### config.mk
export PLATFORM = sky130hd
export DESIGN_NAME = seq_binary_to_bcd_flat
export DESIGN_NICKNAME = d
export VERILOG_FILES = /design/src/rtl/seq_binary_to_bcd_pkg.sv /design/src/rtl/seq_binary_to_bcd_if.sv /design/src/rtl/seq_binary_to_bcd_digit_adj.sv /design/src/rtl/seq_binary_to_bcd.sv /design/src/flat_wrapper.sv
export SDC_FILE = /design/constraint.sdc
export NUM_CORES = 1
export LEC_CHECK = 0
export BUFFER_PORTS_ARGS = -buffer_cell sky130_fd_sc_hd__buf_2
export CAP_MARGIN = 10
export CORE_MARGIN = 2
export CORE_UTILIZATION = 50
export CTS_BUF_LIST = sky130_fd_sc_hd__clkbuf_4 sky130_fd_sc_hd__clkbuf_8 sky130_fd_sc_hd__clkbuf_16
export DETAILED_ROUTE_END_ITERATION = 10
export PLACE_DENSITY_LB_ADDON = 0.2
export SYNTH_ARGS = -nofsm -noshare
export SYNTH_HDL_FRONTEND = slang
export SYNTH_SLANG_ARGS = --single-unit
### constraint.sdc
create_clock -name clk -period 2.3 [get_ports clk]
set_input_delay 0.46 -clock clk [delete_from_list [all_inputs] [get_ports clk]]
set_output_delay 0.46 -clock clk [all_outputs]
set_load 0.005 [all_outputs]
### src/rtl/seq_binary_to_bcd_pkg.sv
// Shared types and helpers for the sequential binary-to-BCD converter.
package bcd_pkg;

    typedef logic [3:0] bcd_digit_t;

    typedef enum logic [1:0] {
        IDLE  = 2'd0,
        SHIFT = 2'd1,
        DONE  = 2'd2
    } state_e;

    // Bits needed to hold values 0..n-1; evaluated at elaboration for counter sizing.
    function automatic int clog2(input int n);
        int r;
        r = 0;
        while ((1 << r) < n) begin
            r++;
        end
        return r;
    endfunction

endpackage

### src/rtl/seq_binary_to_bcd_if.sv
// Handshake and result bus between the datapath, the converter and the display drivers.
// The blank vector exists only when BCD_BLANK_EN is defined.
interface seq_binary_to_bcd_if #(
    parameter int WIDTH  = 32,
    parameter int DIGITS = 10
) ();

    logic                  in_valid;
    logic                  in_ready;
    logic [WIDTH-1:0]      in_data;
    logic                  out_valid;
    logic                  out_ready;
    logic [4*DIGITS-1:0]   bcd;
    logic                  neg;
    logic                  ovf;
`ifdef BCD_BLANK_EN
    logic [DIGITS-1:0]     blank;
`endif

    // Producer/consumer side: drives operands, accepts results.
    modport master (
        output in_valid,
        input  in_ready,
        output in_data,
        input  out_valid,
        output out_ready,
        input  bcd,
        input  neg,
        input  ovf
`ifdef BCD_BLANK_EN
        ,
        input  blank
`endif
    );

    // Converter side.
    modport slave (
        input  in_valid,
        output in_ready,
        input  in_data,
        output out_valid,
        input  out_ready,
        output bcd,
        output neg,
        output ovf
`ifdef BCD_BLANK_EN
        ,
        output blank
`endif
    );

endinterface

### src/rtl/seq_binary_to_bcd_digit_adj.sv
// One BCD digit of the double-dabble chain: adds 3 when the digit is 5 or more,
// so the following left shift carries correctly into the next decade.
module bcd_digit_adj
    import bcd_pkg::*;
(
    input  bcd_digit_t digit_i,
    output bcd_digit_t digit_o
);

    always_comb begin
        digit_o = (digit_i >= 4'd5) ? (digit_i + 4'd3) : digit_i;
    end

endmodule

### src/rtl/seq_binary_to_bcd.sv
// Shift-and-add-3 binary-to-BCD converter, one bit per clock; optional blank vector under BCD_BLANK_EN.
// Latency: result valid WIDTH+1 cycles after the accept cycle; one word per WIDTH+2 cycles.
// Backpressure: in_ready only in IDLE; the result is held in DONE until out_ready.
module seq_binary_to_bcd
    import bcd_pkg::*;
#(
    parameter int WIDTH  = 32,
    parameter int DIGITS = 10,
    parameter int SIGNED = 1
) (
    input  logic              clk,
    input  logic              rst_n,
    seq_binary_to_bcd_if.slave bus
);

    localparam int CW = clog2(WIDTH + 1);
    localparam int BW = 4 * DIGITS;

    state_e            state_q, state_d;
    logic [CW-1:0]     count_q, count_d;
    logic [WIDTH-1:0]  mag_q, mag_d;
    logic [BW-1:0]     bcd_q, bcd_d;
    logic              neg_q, neg_d;
    logic              ovf_q, ovf_d;

    logic [BW-1:0]     bcd_adj;
    logic [WIDTH-1:0]  in_negated;
    logic [WIDTH-1:0]  in_mag;
    logic              in_is_neg;

    genvar gi;
    generate
        for (gi = 0; gi < DIGITS; gi++) begin : g_adj
            bcd_digit_adj u_adj (
                .digit_i (bcd_q[4*gi +: 4]),
                .digit_o (bcd_adj[4*gi +: 4])
            );
        end
    endgenerate

    // Negating the most negative value wraps back to 2^(WIDTH-1), which is its true magnitude unsigned.
    always_comb begin
        in_is_neg  = (SIGNED != 0) && bus.in_data[WIDTH-1];
        in_negated = ~bus.in_data + {{(WIDTH-1){1'b0}}, 1'b1};
        in_mag     = in_is_neg ? in_negated : bus.in_data;
    end

    always_comb begin
        state_d = state_q;
        count_d = count_q;
        mag_d   = mag_q;
        bcd_d   = bcd_q;
        neg_d   = neg_q;
        ovf_d   = ovf_q;
        case (state_q)
            IDLE: begin
                if (bus.in_valid) begin
                    mag_d   = in_mag;
                    neg_d   = in_is_neg;
                    bcd_d   = '0;
                    ovf_d   = 1'b0;
                    count_d = CW'(WIDTH);
                    state_d = SHIFT;
                end
            end
            SHIFT: begin
                bcd_d   = {bcd_adj[BW-2:0], mag_q[WIDTH-1]};
                mag_d   = {mag_q[WIDTH-2:0], 1'b0};
                ovf_d   = ovf_q | bcd_adj[BW-1];
                count_d = count_q - 1'b1;
                if (count_q == CW'(1)) begin
                    state_d = DONE;
                end
            end
            DONE: begin
                if (bus.out_ready) begin
                    state_d = IDLE;
                end
            end
            default: begin
                state_d = IDLE;
            end
        endcase
    end

    always_ff @(posedge clk) begin
        if (!rst_n) begin
            state_q <= IDLE;
            count_q <= '0;
            mag_q   <= '0;
            bcd_q   <= '0;
            neg_q   <= 1'b0;
            ovf_q   <= 1'b0;
        end else begin
            state_q <= state_d;
            count_q <= count_d;
            mag_q   <= mag_d;
            bcd_q   <= bcd_d;
            neg_q   <= neg_d;
            ovf_q   <= ovf_d;
        end
    end

    assign bus.in_ready  = (state_q == IDLE);
    assign bus.out_valid = (state_q == DONE);
    assign bus.bcd       = bcd_q;
    assign bus.neg       = neg_q;
    assign bus.ovf       = ovf_q;

`ifdef BCD_BLANK_EN
    logic [DIGITS-1:0] blank_q, blank_d;
    logic              blank_nz;

    // Scan from the top digit down; a digit is blank until the first nonzero digit is met.
    always_comb begin
        blank_nz = 1'b0;
        blank_d  = '0;
        for (int k = DIGITS - 1; k >= 0; k--) begin
            blank_nz   = blank_nz | (bcd_d[4*k +: 4] != 4'd0);
            blank_d[k] = ~blank_nz && (k != 0);
        end
    end

    always_ff @(posedge clk) begin
        if (!rst_n) begin
            blank_q <= '0;
        end else begin
            blank_q <= blank_d;
        end
    end

    assign bus.blank = blank_q;
`endif

endmodule
### src/flat_wrapper.sv
// flat-port wrapper written by rule: the top's interface ports become plain ports
module seq_binary_to_bcd_flat import bcd_pkg::*;
#(
    parameter int WIDTH  = 32,
    parameter int DIGITS = 10,
    parameter int SIGNED = 1
)
  (clk, rst_n, bus_in_valid, bus_in_ready, bus_in_data, bus_out_valid, bus_out_ready, bus_bcd, bus_neg, bus_ovf);
  seq_binary_to_bcd_if #(.WIDTH(WIDTH), .DIGITS(DIGITS)) bus_i ();
  input  logic clk;
  input  logic rst_n;
  input wire logic [$bits(bus_i.in_valid)-1:0] bus_in_valid;
  output wire logic [$bits(bus_i.in_ready)-1:0] bus_in_ready;
  input wire logic [$bits(bus_i.in_data)-1:0] bus_in_data;
  output wire logic [$bits(bus_i.out_valid)-1:0] bus_out_valid;
  input wire logic [$bits(bus_i.out_ready)-1:0] bus_out_ready;
  output wire logic [$bits(bus_i.bcd)-1:0] bus_bcd;
  output wire logic [$bits(bus_i.neg)-1:0] bus_neg;
  output wire logic [$bits(bus_i.ovf)-1:0] bus_ovf;
  assign bus_i.in_valid = bus_in_valid;
  assign bus_in_ready = bus_i.in_ready;
  assign bus_i.in_data = bus_in_data;
  assign bus_out_valid = bus_i.out_valid;
  assign bus_i.out_ready = bus_out_ready;
  assign bus_bcd = bus_i.bcd;
  assign bus_neg = bus_i.neg;
  assign bus_ovf = bus_i.ovf;
  seq_binary_to_bcd #(.WIDTH(WIDTH), .DIGITS(DIGITS), .SIGNED(SIGNED)) u_core (.clk(clk), .rst_n(rst_n), .bus(bus_i));
endmodule
==> results_dict.tcl <==
set metrics [dict create \
    track_usage_pct 22.3 \
    syn_to_final_growth_pct 20.6 \
    r2r_slack_ps 550 \
    timing.hold.ws_ps 390 \
    postSynthCellCount 561 \
    grt_overflow 0 \
    rsz0062_at_grt "false" \
    firstDrtPassIters 5 \
    post-cts-setup-buffers 0 \
    port_buffers 79 \
    root_buffer "clkbuf_8" \
    synth-seq-cells 82 \
    maxSlewHeadroom_pct 52.7 \
    dieWidth_um 100 \
    post_drt_wl_per_cell_um 14.3 \
    fin_nets 710 \
    max_freq_mhz 461 \
    ys_types 47 \
    drive_above_1_share_pct 22.6 \
    cts_buffer_depth 2 \
    design.core.area_um2 9110 \
    grt_pass1_wl_um 18800 \
    hp-class "in2reg" \
    insertion_delay_ps 350 \
    setup_ws_ps 130 \
    power.density_nw_per_um2 579 \
    cts_tree "built" \
    async_flop_share_pct 0 \
    fin_worst_skew_ps 10.1 \
    die_y_um 100 \
    grt_use_met1_pct 28.2 \
    cp-end-kind "flop" \
    ir_worst_vdd_mv 0.431 \
    crit_required_ps 2520 \
    layout_worst_path_cycle_share_pct 94.3 \
    tightest_slew_ps 708 \
    rows 35 \
    critPathArrivalTime_ps 2390 \
    ant_nets 0 \
    critical_path_class "in2reg" \
    hold_viol 0 \
    switchingPower_mw 0.982 \
    htreeDepth 3 \
    path_clk_slew_ps 80 \
    power.share.clock_pct 32.1 \
    grt_max_degree 39 \
    setup_viol 0 \
    pin_count 80 \
    wirelength_um 11000 \
    initial_core_util_pct 51.0 \
    grt.busiest_layer "met2" \
    die_area_um2 10100 \
    power_frac_comb_pct 19.7 \
    seq_area_frac_synth_pct 35.3 \
    drv_cap 0 \
    syn_nets 620 \
    vias_per_cell 5.83 \
    critPathMaxFanout 10 \
    place_hpwl_um 8050 \
    synth_edf_count 0 \
    met3_usage_pct 2.23 \
    reg2regPathDepth 6 \
    grt_antenna_before_repair 0 \
    drc 0 \
    drt-initial-drc-count 195 \
    power.internal_mw 2.26 \
    tns_ps 0 \
    use_met2_pct 39.5 \
    cts_inserted_buffers 9 \
    first_global_vias 4265 \
    vias 4471 \
    place_ws_ps -351 \
    fin_util_pct 61.5 \
    avgSynthCellArea_um2 8.28 \
    p_leak_nw 2.26 \
    swShare_pct 30.3 \
    synth.cell_area_um2 4640 \
    clock_sinks 82 \
    seq_power_share_pct 48.2 \
    fin_crit_ps 2170 \
    outcome "finished clean" \
    gp_congestion 0.825 \
    slew_viol_final 0 \
    ys.flop_type "dfxtp_1" \
    antenna_cells 0 \
    postCtsHoldBufs 0 \
    ys_warn_count 0 \
    min_path_cells 3 \
    startpoint_type "input pin" \
]
[cells in the final DEF, fill, tap and decap left out, drive strengths merged, types with 7 or more instances in the layout]
cell / instances
and3: 11
clkbuf: 9
xnor2: 23
ha: 23
or4: 9
a22oi: 26
nand2: 24
xor2: 23
o41ai: 7
nor3: 18
a32oi: 10
o22ai: 21
buf: 118
a21o: 10
o21ai: 28
o31ai: 11
nand2b: 14
dfxtp: 82
inv: 27
a21oi: 47
nand3: 26
nor2: 35
o211ai: 10
[cell usage after synthesis, drive strengths merged, types with 9 or more instances]
library cell / n / area share, %
a21o: 10 / 1.6
xor2: 23 / 4.3
ha: 23 / 6.2
nor2: 35 / 2.8
inv: 25 / 2.0
or4: 9 / 1.5
nor3: 18 / 1.9
nand2: 24 / 1.9
clkbuf: 32 / 2.6
and3: 11 / 1.5
o22ai: 21 / 2.8
dfxtp: 82 / 35
a22oi: 26 / 4.2
o31ai: 11 / 1.8
nand3: 26 / 2.8
nand2b: 14 / 1.9
o21ai: 28 / 3.0
xnor2: 23 / 4.3
o211ai: 10 / 1.6
a32oi: 10 / 1.9
a21oi: 47 / 5.1
[path summary, 6_finish.rpt]
kind / endpoint / from
worst max-delay path: u_core.mag_q[18]$_SDFFE_PN0P_ / bus_in_data[1]
worst min-delay path: u_core.state_q[0]$_SDFFE_PN0P_ / bus_out_ready
worst max register to register: u_core.mag_q[31]$_SDFFE_PN0P_ / u_core.state_q[1]$_SDFFE_PN0P_
worst min register to register: u_core.bus.bcd[0]$_SDFFE_PN0P_ / u_core.mag_q[31]$_SDFFE_PN0P_
[cell type report]
type | instances | area [um^2]
repair buffers | 118 | 701
well taps | 111 | 139
fillers | 831 | 3510
flip-flops and latches | 82 | 1640
clock inverters | 7 | 76.3
inverters | 26 | 115
multi-input cells | 414 | 2800
clock buffers | 9 | 124
[layer usage]
metal  vias to the layer above  wire, um  part of all wire [%]
met5                         -         0                     0
met3                        16       505                   4.6
met4                         0       147                   1.3
met2                       125      5320                    48
met1                      2089      5000                    46
li1                       2241         -                     -
[critical path: stages]
cell and delay, ps:
buf_2 150, inv_12 60, ha_4 120, or4b_4 460
or4_4 600, o31ai_1 270, xor2_1 170, o22ai_1 100
[state kept, by name, summed over array words and instances (netlist names)]
| register | count |
|---|---|
| u_core.state_q | 2 |
| u_core.bus.ovf | 1 |
| u_core.bus.bcd | 40 |
| u_core.count_q | 6 |
| u_core.bus.neg | 1 |
| u_core.mag_q | 32 |
[power groups by stage]
stage          registers, mW  logic [mW]  clock network [mW]
4_1_cts                 1.56       0.642                1.07
6_report                1.56       0.639                1.04
2_1_floorplan           1.58       0.414                   0
3_5_place_dp            1.59       0.641                   0
5_1_grt                 1.57       0.713                1.12
3_3_place_gp            1.59       0.629                   0
[through the flow]
step                      power (mW)  cell area [um^2]  cells
after floorplan                 1.99              4700    561
after global placement          2.22              5400    751
after detailed placement        2.23              5400    751
after CTS                       3.27              5600    767
after global routing            3.41              5600    767
final                           3.24              5600    767
[timing repair]
action,4_1_cts,5_1_grt
resized for setup,0,0
endpoints found under the hold margin,0,0
endpoints found under the setup margin,0,1
[logic make-up (layout without fill, tap and decap cells)]
group	after synthesis	in the layout	synth area share [%]
compound gates	185	185	26.4
fa+ha+maj	23	23	6.20
mux	2	2	0.431
buf+inv	65	160	5.44
flops	82	82	35.3
simple gates	158	158	17.5
xor+xnor	46	46	8.67
No activity file was read; power rests on OpenSTA's default activity.
